$ cat src/rtl/pipe_add.sv
// pipe_add: pipelined ripple-carry adder with a valid/ready handshake.
//
// The WIDTH-bit addition is cut into NSEG = WIDTH/SEG carry segments. An
// input layer captures the operands; each following layer adds one SEG-bit
// segment and registers its carry for the next layer. The upper operand
// segments ride along in skew registers, and the lower sum segments that are
// already finished ride along in a partial-sum register. A result is
// therefore visible NSEG edges after the edge that accepted its operands.
//
// WIDTH must be an integer multiple of SEG, and WIDTH must be at least 2.
//
// Compile-time option PIPE_ADD_SAT_EN: when defined, a signed overflow
// clamps sum to the largest or smallest two's-complement value. The clamp
// follows the sign of a. c_out and ovf always report the raw result.
//
// Handshake: a transfer happens on a rising edge where valid && ready. Every
// layer shares one advance enable, adv = !out_valid || out_ready.
// in_ready equals adv and is built only from registered state and
// out_ready, so no path runs from in_valid to any output. When adv is low,
// every layer holds, bubbles included. Once out_valid is high, sum, c_out and
// ovf stay stable until the result is taken.

module pipe_add #(
  parameter int WIDTH = 16,
  parameter int SEG   = 4
) (
  input  logic             clk,
  input  logic             rst,
  input  logic             in_valid,
  output logic             in_ready,
  input  logic [WIDTH-1:0] a,
  input  logic [WIDTH-1:0] b,
  input  logic             c_in,
  output logic             out_valid,
  input  logic             out_ready,
  output logic [WIDTH-1:0] sum,
  output logic             c_out,
  output logic             ovf
);

  localparam int NSEG = WIDTH / SEG;

  // Layer 0 is the operand capture layer. Layer k (1..NSEG) holds the
  // result after segment k-1 has been added.
  logic [NSEG:0]    v_q;
  logic [NSEG:0]    c_q;
  logic [WIDTH-1:0] a_q [0:NSEG];
  logic [WIDTH-1:0] b_q [0:NSEG];
  logic [WIDTH-1:0] s_q [0:NSEG];

  // Combinational segment adders that feed layers 1..NSEG.
  logic [SEG:0]     seg_res [1:NSEG];
  logic [WIDTH-1:0] s_nxt   [1:NSEG];

  logic             adv;
  logic [WIDTH-1:0] raw_sum;
  logic             a_msb;
  logic             b_msb;

  // Only the operand MSBs are consumed once the last segment has been added.
  logic             unused_skew;
  assign unused_skew = ^{a_q[NSEG][WIDTH-2:0], b_q[NSEG][WIDTH-2:0]};

  assign out_valid = v_q[NSEG];
  assign adv       = !out_valid || out_ready;
  assign in_ready  = adv;

  // One SEG-bit ripple per layer; merge it into the partial sum carried along.
  always_comb begin
    for (int k = 1; k <= NSEG; k++) begin
      seg_res[k] = {1'b0, a_q[k-1][(k-1)*SEG +: SEG]}
                 + {1'b0, b_q[k-1][(k-1)*SEG +: SEG]}
                 + {{SEG{1'b0}}, c_q[k-1]};
      s_nxt[k]   = s_q[k-1];
      s_nxt[k][(k-1)*SEG +: SEG] = seg_res[k][SEG-1:0];
    end
  end

  // Pipeline registers: every layer shifts together when adv is high.
  // Data registers load only behind a valid entry, so bubbles never disturb
  // the held output data.
  always_ff @(posedge clk) begin
    if (rst) begin
      for (int k = 0; k <= NSEG; k++) begin
        v_q[k] <= 1'b0;
        c_q[k] <= 1'b0;
        a_q[k] <= '0;
        b_q[k] <= '0;
        s_q[k] <= '0;
      end
    end else if (adv) begin
      v_q[0] <= in_valid;
      if (in_valid) begin
        a_q[0] <= a;
        b_q[0] <= b;
        c_q[0] <= c_in;
        s_q[0] <= '0;
      end
      for (int k = 1; k <= NSEG; k++) begin
        v_q[k] <= v_q[k-1];
        if (v_q[k-1]) begin
          a_q[k] <= a_q[k-1];
          b_q[k] <= b_q[k-1];
          c_q[k] <= seg_res[k][SEG];
          s_q[k] <= s_nxt[k];
        end
      end
    end
  end

  // Final-layer flags. Overflow uses the skewed operand MSBs.
  always_comb begin
    raw_sum = s_q[NSEG];
    a_msb   = a_q[NSEG][WIDTH-1];
    b_msb   = b_q[NSEG][WIDTH-1];
    c_out   = c_q[NSEG];
    ovf     = (a_msb == b_msb) && (raw_sum[WIDTH-1] != a_msb);
  end

`ifdef PIPE_ADD_SAT_EN
  // Clamp on signed overflow toward the sign of a, with no added latency.
  always_comb begin
    sum = raw_sum;
    if (ovf) begin
      sum = a_msb ? {1'b1, {(WIDTH-1){1'b0}}} : {1'b0, {(WIDTH-1){1'b1}}};
    end
  end
`else
  // Modular result passes straight through.
  always_comb begin
    sum = raw_sum;
  end
`endif

endmodule

$ cat config.mk
export PLATFORM = sky130hd
export DESIGN_NAME = pipe_add
export DESIGN_NICKNAME = d
export VERILOG_FILES = /design/src/rtl/pipe_add.sv
export SDC_FILE = /design/constraint.sdc
export NUM_CORES = 1
export LEC_CHECK = 0
export BUFFER_PORTS_ARGS = -buffer_cell sky130_fd_sc_hd__clkbuf_2
export CAP_MARGIN = 10
export CORE_UTILIZATION = 53
export DETAILED_ROUTE_END_ITERATION = 6
export PLACE_DENSITY = 0.76
export RECOVER_POWER = 50
export SLEW_MARGIN = 20
export SYNTH_ARGS = -nofsm -noshare
export SYNTH_HDL_FRONTEND = slang
export SYNTH_SLANG_ARGS = --single-unit
$ cat constraint.sdc
create_clock -name clk -period 1.99 [get_ports clk]
set_clock_uncertainty 0.2 [all_clocks]
set_input_delay 0 -clock clk [delete_from_list [all_inputs] [get_ports clk]]
set_output_delay 0 -clock clk [all_outputs]
set_load 0.02 [all_outputs]
# Yosys cells after proc, flatten, opt, wreduce, memory -nomap -nowiden

Memories as Yosys holds them, arrays and structs flattened.
Index checks and enable logic that the tools add are counted.

Logic and storage cells: 79
Bits in writable memories: 240
Memories kept: 3
Output and inout port bits: 20
ROM bits: 0
Latch bits: 0
Input bits: 37
Register bits: 10

Shift-type cells: 0
Equality and inequality tests: 2
Order comparisons: 0
Divide/modulo/power cells: 0
Multipliers: 0
$add $sub $neg: 8
Muxes and demuxes: 37
Bitwise operators: 15
Reduce and logical (&&, ||, !) cells: 8

Memory list:

| name | words | bits a word | read ports | clocked after memory_dff | wr ports | RTL line | RTL |
|---|---|---|---|---|---|---|---|
| a_q  | 5     | 16          | 5          | 0                        | 5        | 47       | `logic [WIDTH-1:0] a_q [0:NSEG];` |
| b_q  | 5     | 16          | 5          | 0                        | 5        | 48       | `logic [WIDTH-1:0] b_q [0:NSEG];` |
| s_q  | 5     | 16          | 5          | 0                        | 5        | 49       | `logic [WIDTH-1:0] s_q [0:NSEG];` |

Operators with widths:

| operator          | number |
|---|---|
| $mux 16           | 15 |
| $mux 1            | 22 |
| $add 4x4->5       | 4 |
| $add 5x1->5       | 4 |
| $or 1x1->1        | 15 |
| $reduce_and 2->1  | 5 |
| $eq 1x1->1        | 1 |
| $logic_and 1x1->1 | 1 |
| $logic_not 1->1   | 1 |
| $logic_or 1x1->1  | 1 |
| $ne 1x1->1        | 1 |

# Longest topological paths before layout

Depth in word-level cells: 6
Gate-level depth with buffers: 7

# Least setup slack after synthesis

Ideal clock, no wire load.

Path type: reg-to-reg
Start: reg v_q[4]
End: mem a_q[0][0] (enable)
Setup time: 0.394 ns
Arrival: 1.586 ns
Buffers on the path: 1
Stages on the path, launching flop included: 6
Path slack: -0.190 ns
Cells stage by stage: dfxtp_1 -> nor2b_1 -> buf_2 -> inv_1 -> nand2_1 -> nand2b_1

RTL lines:

| element                          | RTL line | RTL |
|---|---|---|
| start: declaration               | 45       | `logic [NSEG:0] v_q;` |
| start signal: indexed assignment | 100      | `v_q[k] <= v_q[k-1];` |
| end: declaration                 | 47       |  |

==> results.sh <==
export IMPL_clkPwrFrac_pct=42.3
export IMPL_p_int_mw=5.37
export IMPL_synth_adder_area_share_pct=5.55
export IMPL_slew_headroom_pct=61.3
export IMPL_clk_pin_slew_worst_paths_ns=0.06
export IMPL_cts_root_buf="clkbuf_8"
export IMPL_die_area_um2=11000
export IMPL_die_h_um=105
export IMPL_startpoint_type="flop"
export IMPL_wl_per_cell_um=13.9
export IMPL_cts_buffer_depth=2
export IMPL_num_antenna_cells=0
export IMPL_synth_warnings=0
export IMPL_cts_buffers=17
export IMPL_gp_congestion=0.743
export IMPL_antenna_found_initial=0
export IMPL_dp_hpwl_um=5110
export IMPL_first_pass_iters=4
export IMPL_clock_fmax_ghz=0.514
export IMPL_die_w_um=105
export IMPL_drc=0
export IMPL_clock_sinks=132
export IMPL_yosysTopAreaCell="edfxtp_1"
export IMPL_setup_violations_final=0
export IMPL_synthCells=373
export IMPL_end_kind="flop"
export IMPL_hp_class="in -> reg"
export IMPL_grt_pass1_vias=3218
export IMPL_synth_seq_cells=132
export IMPL_synthesis_area_um2=5590
export IMPL_cap_viol_max_count=0
export IMPL_drive_gt1_share_pct=36.9
export IMPL_syn_num_nets=430
export IMPL_worstPathMaxFanout=2
export IMPL_powerDensity_nw_per_um2=971
export IMPL_worstPathCellList="fa_2 -> fa_2 -> buf_4 -> xnor2_2 -> nor2_1"
export IMPL_async_flop_share_pct=0
export IMPL_portBuffers=56
export IMPL_finalHoldViolations=0
export IMPL_status="finished, final reports clean"
export IMPL_grt_max_degree=56
export IMPL_leakagePower_nw=2.77
export IMPL_h_tree_depth=4
export IMPL_syn_to_final_growth_pct=25.5
export IMPL_slew_violations=0
export IMPL_fin_crit_ns=1.94
export IMPL_p_switching_mw=1.44
export IMPL_final_nets=537
export IMPL_crit_arrival_ns=2.00
export IMPL_synth_compound_area_share_pct=3.76
export IMPL_worstPathRequired_ns=2.04
export IMPL_path_delay_family="adder cells"
export IMPL_min_from="a[8]"
export IMPL_timing_final_crit_share_pct=97.7
export IMPL_synth_simple_gate_area_share_pct=18.9
export IMPL_synth_top_family_by_area="simple AND/OR/NAND/NOR gates"
export IMPL_ios=57
export IMPL_switching_share_pct=21.2
export IMPL_cp_slowest_cell="edfxtp_1"
export IMPL_crit_type="reg -> reg"
export IMPL_drtIter0Drc=104
export IMPL_worst_path_largest_cell_delay_ns=0.40
export IMPL_via_per_inst=4.87
export IMPL_grtUsageTotal_pct=17.6
export IMPL_drt_antenna_violating_nets=0
export IMPL_rsz0062_at_grt="true"
export IMPL_syn_mean_instance_area_um2=15.0
export IMPL_yosysMostFrequentCell="edfxtp_1"
export IMPL_path_buf_inv=1
export IMPL_synth_edf_count=122
export IMPL_r2r_start="a_q[0][60]"
export IMPL_num_vias=3064
export IMPL_synthXorXnorAreaFrac_pct=0.313
export IMPL_crit_path_start="a_q[0][60]"
export IMPL_grt_pass1_wl_um=14500
export IMPL_synth_main_ff_cell="edfxtp_1"
export IMPL_clk_latency_ns=0.50
export IMPL_cpMostUsedCell="fa_2"
export IMPL_coreArea_um2=10300
export IMPL_synth_top_area_share_pct=65.5
export IMPL_worst_pin_slew_ns=0.581
export IMPL_start_util_pct=54.4
export IMPL_p_total_mw=6.82
export IMPL_wl_um=8720
export IMPL_yosysSeqAreaShare_pct=69.1
export IMPL_synth_cell_types=31
export IMPL_overflow=0
export IMPL_synth_mux_area_share_pct=0
export IMPL_synth_top_cells_by_count="edfxtp_1, and2_2, and2_1, inv_1, a21oi_1"
export IMPL_sequentialPowerShare_pct=49.0
export IMPL_utilization_pct=68.3
export IMPL_cts_tree="yes"
export IMPL_ir_drop_mv=0.563
export IMPL_rows=37
export IMPL_pwr_share_comb_pct=8.8
export IMPL_netlist_top_cells_area="edfxtp_1, and2_2, dfxtp_1"
cells in the final DEF, fill, tap and decap left out, types with 4 or more instances in the layout:
| master | netlist | layout |
|---|---|---|
| a21boi_0 | 4 | 4 |
| a21oi_1 | 14 | 13 |
| and2_0 | 0 | 7 |
| and2_1 | 19 | 12 |
| and2_2 | 90 | 90 |
| buf_4 | 0 | 5 |
| clkbuf_1 | 11 | 23 |
| clkbuf_16 | 0 | 16 |
| clkbuf_2 | 0 | 37 |
| clkinv_2 | 0 | 4 |
| dfxtp_1 | 10 | 10 |
| dlygate4sd3_1 | 0 | 39 |
| edfxtp_1 | 122 | 122 |
| fa_2 | 0 | 8 |
| ha_1 | 12 | 12 |
| inv_1 | 15 | 14 |
| nand2_1 | 10 | 10 |
| nand3b_1 | 6 | 6 |
| nor2_1 | 11 | 11 |
| nor3_1 | 3 | 4 |
| nor3b_1 | 5 | 5 |
per-layer routing:
layer  vias up  part of all wire [%]  GRT usage, %  routed length [µm]
met5         -                     0             0                   0
met4         0                  0.97          7.24                  85
met3         6                   4.3          5.74                 373
met2        78                    54          31.6                4740
met1      1461                    40          19.0                3520
li1       1519                     -             -                   -
per-stage QoR:
step / area, µm² / setup TNS [ns] / setup WS [ns] / instances / hold WS [ns]
after global placement: 6070 / 0 / 0.0258 / 555 / 0.0900
after CTS: 7020 / 0 / 0.00748 / 626 / 0.0848
final: 7020 / 0 / 0.0452 / 629 / 0.113
after floorplan: 5600 / 0 / 0.0467 / 373 / -0.0525
after detailed placement: 6070 / -0.0862 / -0.0509 / 555 / 0.0909
after global routing: 7020 / -0.137 / -0.0543 / 629 / 0.103
path summary, 6_finish.rpt:
path | end | slack [ns] | cells after the start
max | s_q[0][78] | 0.05 | 5
min | a_q[0][8] | 0.11 | 3
max reg2reg | s_q[0][78] | 0.05 | 5
min reg2reg | a_q[0][22] | 0.32 | 1
logic make-up after synthesis:
kind of cell,after synthesis
XOR/XNOR,2
AO/OA/AOI/OAI,31
adder cells (fa/ha/maj),20
AND/OR/NAND/NOR,157
flip-flops,132
buffers and inverters,31
registers in the layout (all words and copies together) (netlist names):
signal  flops
v_q         5
b_q        41
c_q         5
s_q        40
a_q        41
worst register-to-register path, stage by stage, from the launching register on:
cell and delay, ns:
edfxtp_1 0.40, fa_2 0.40, fa_2 0.38, buf_4 0.15
xnor2_2 0.11, nor2_1 0.06
power by group through the flow:
| stage | clock network, mW | registers [mW] | logic (mW) |
|---|---|---|---|
| floorplan | 0 | 3.41 | 0.342 |
| global placement | 0 | 3.39 | 0.502 |
| detailed placement | 0 | 3.40 | 0.529 |
| CTS | 2.94 | 3.34 | 0.595 |
| global route | 3.06 | 3.36 | 0.666 |
| finish | 2.88 | 3.34 | 0.597 |
repair_timing:
| action | in CTS | in global routing |
|---|---|---|
| hold endpoints to repair | 48 | 0 |
| setup endpoints to repair | 2 | 33 |
| pin swaps | 0 | 6 |
| setup buffers | 0 | 3 |
| hold buffers | 39 | 0 |
| gates resized for setup | 3 | 10 |
final cells by class:
type / instances / area, µm²
Clock inverter: 10 / 109
Timing Repair Buffer: 104 / 743
Multi-Input combinational cell: 210 / 1630
Clock buffer: 22 / 443
Inverter: 15 / 56.3
Tap cell: 136 / 170
Fill cell: 727 / 3260
Sequential cell: 132 / 3860
Note: power is estimated with default switching activity, not from simulation.
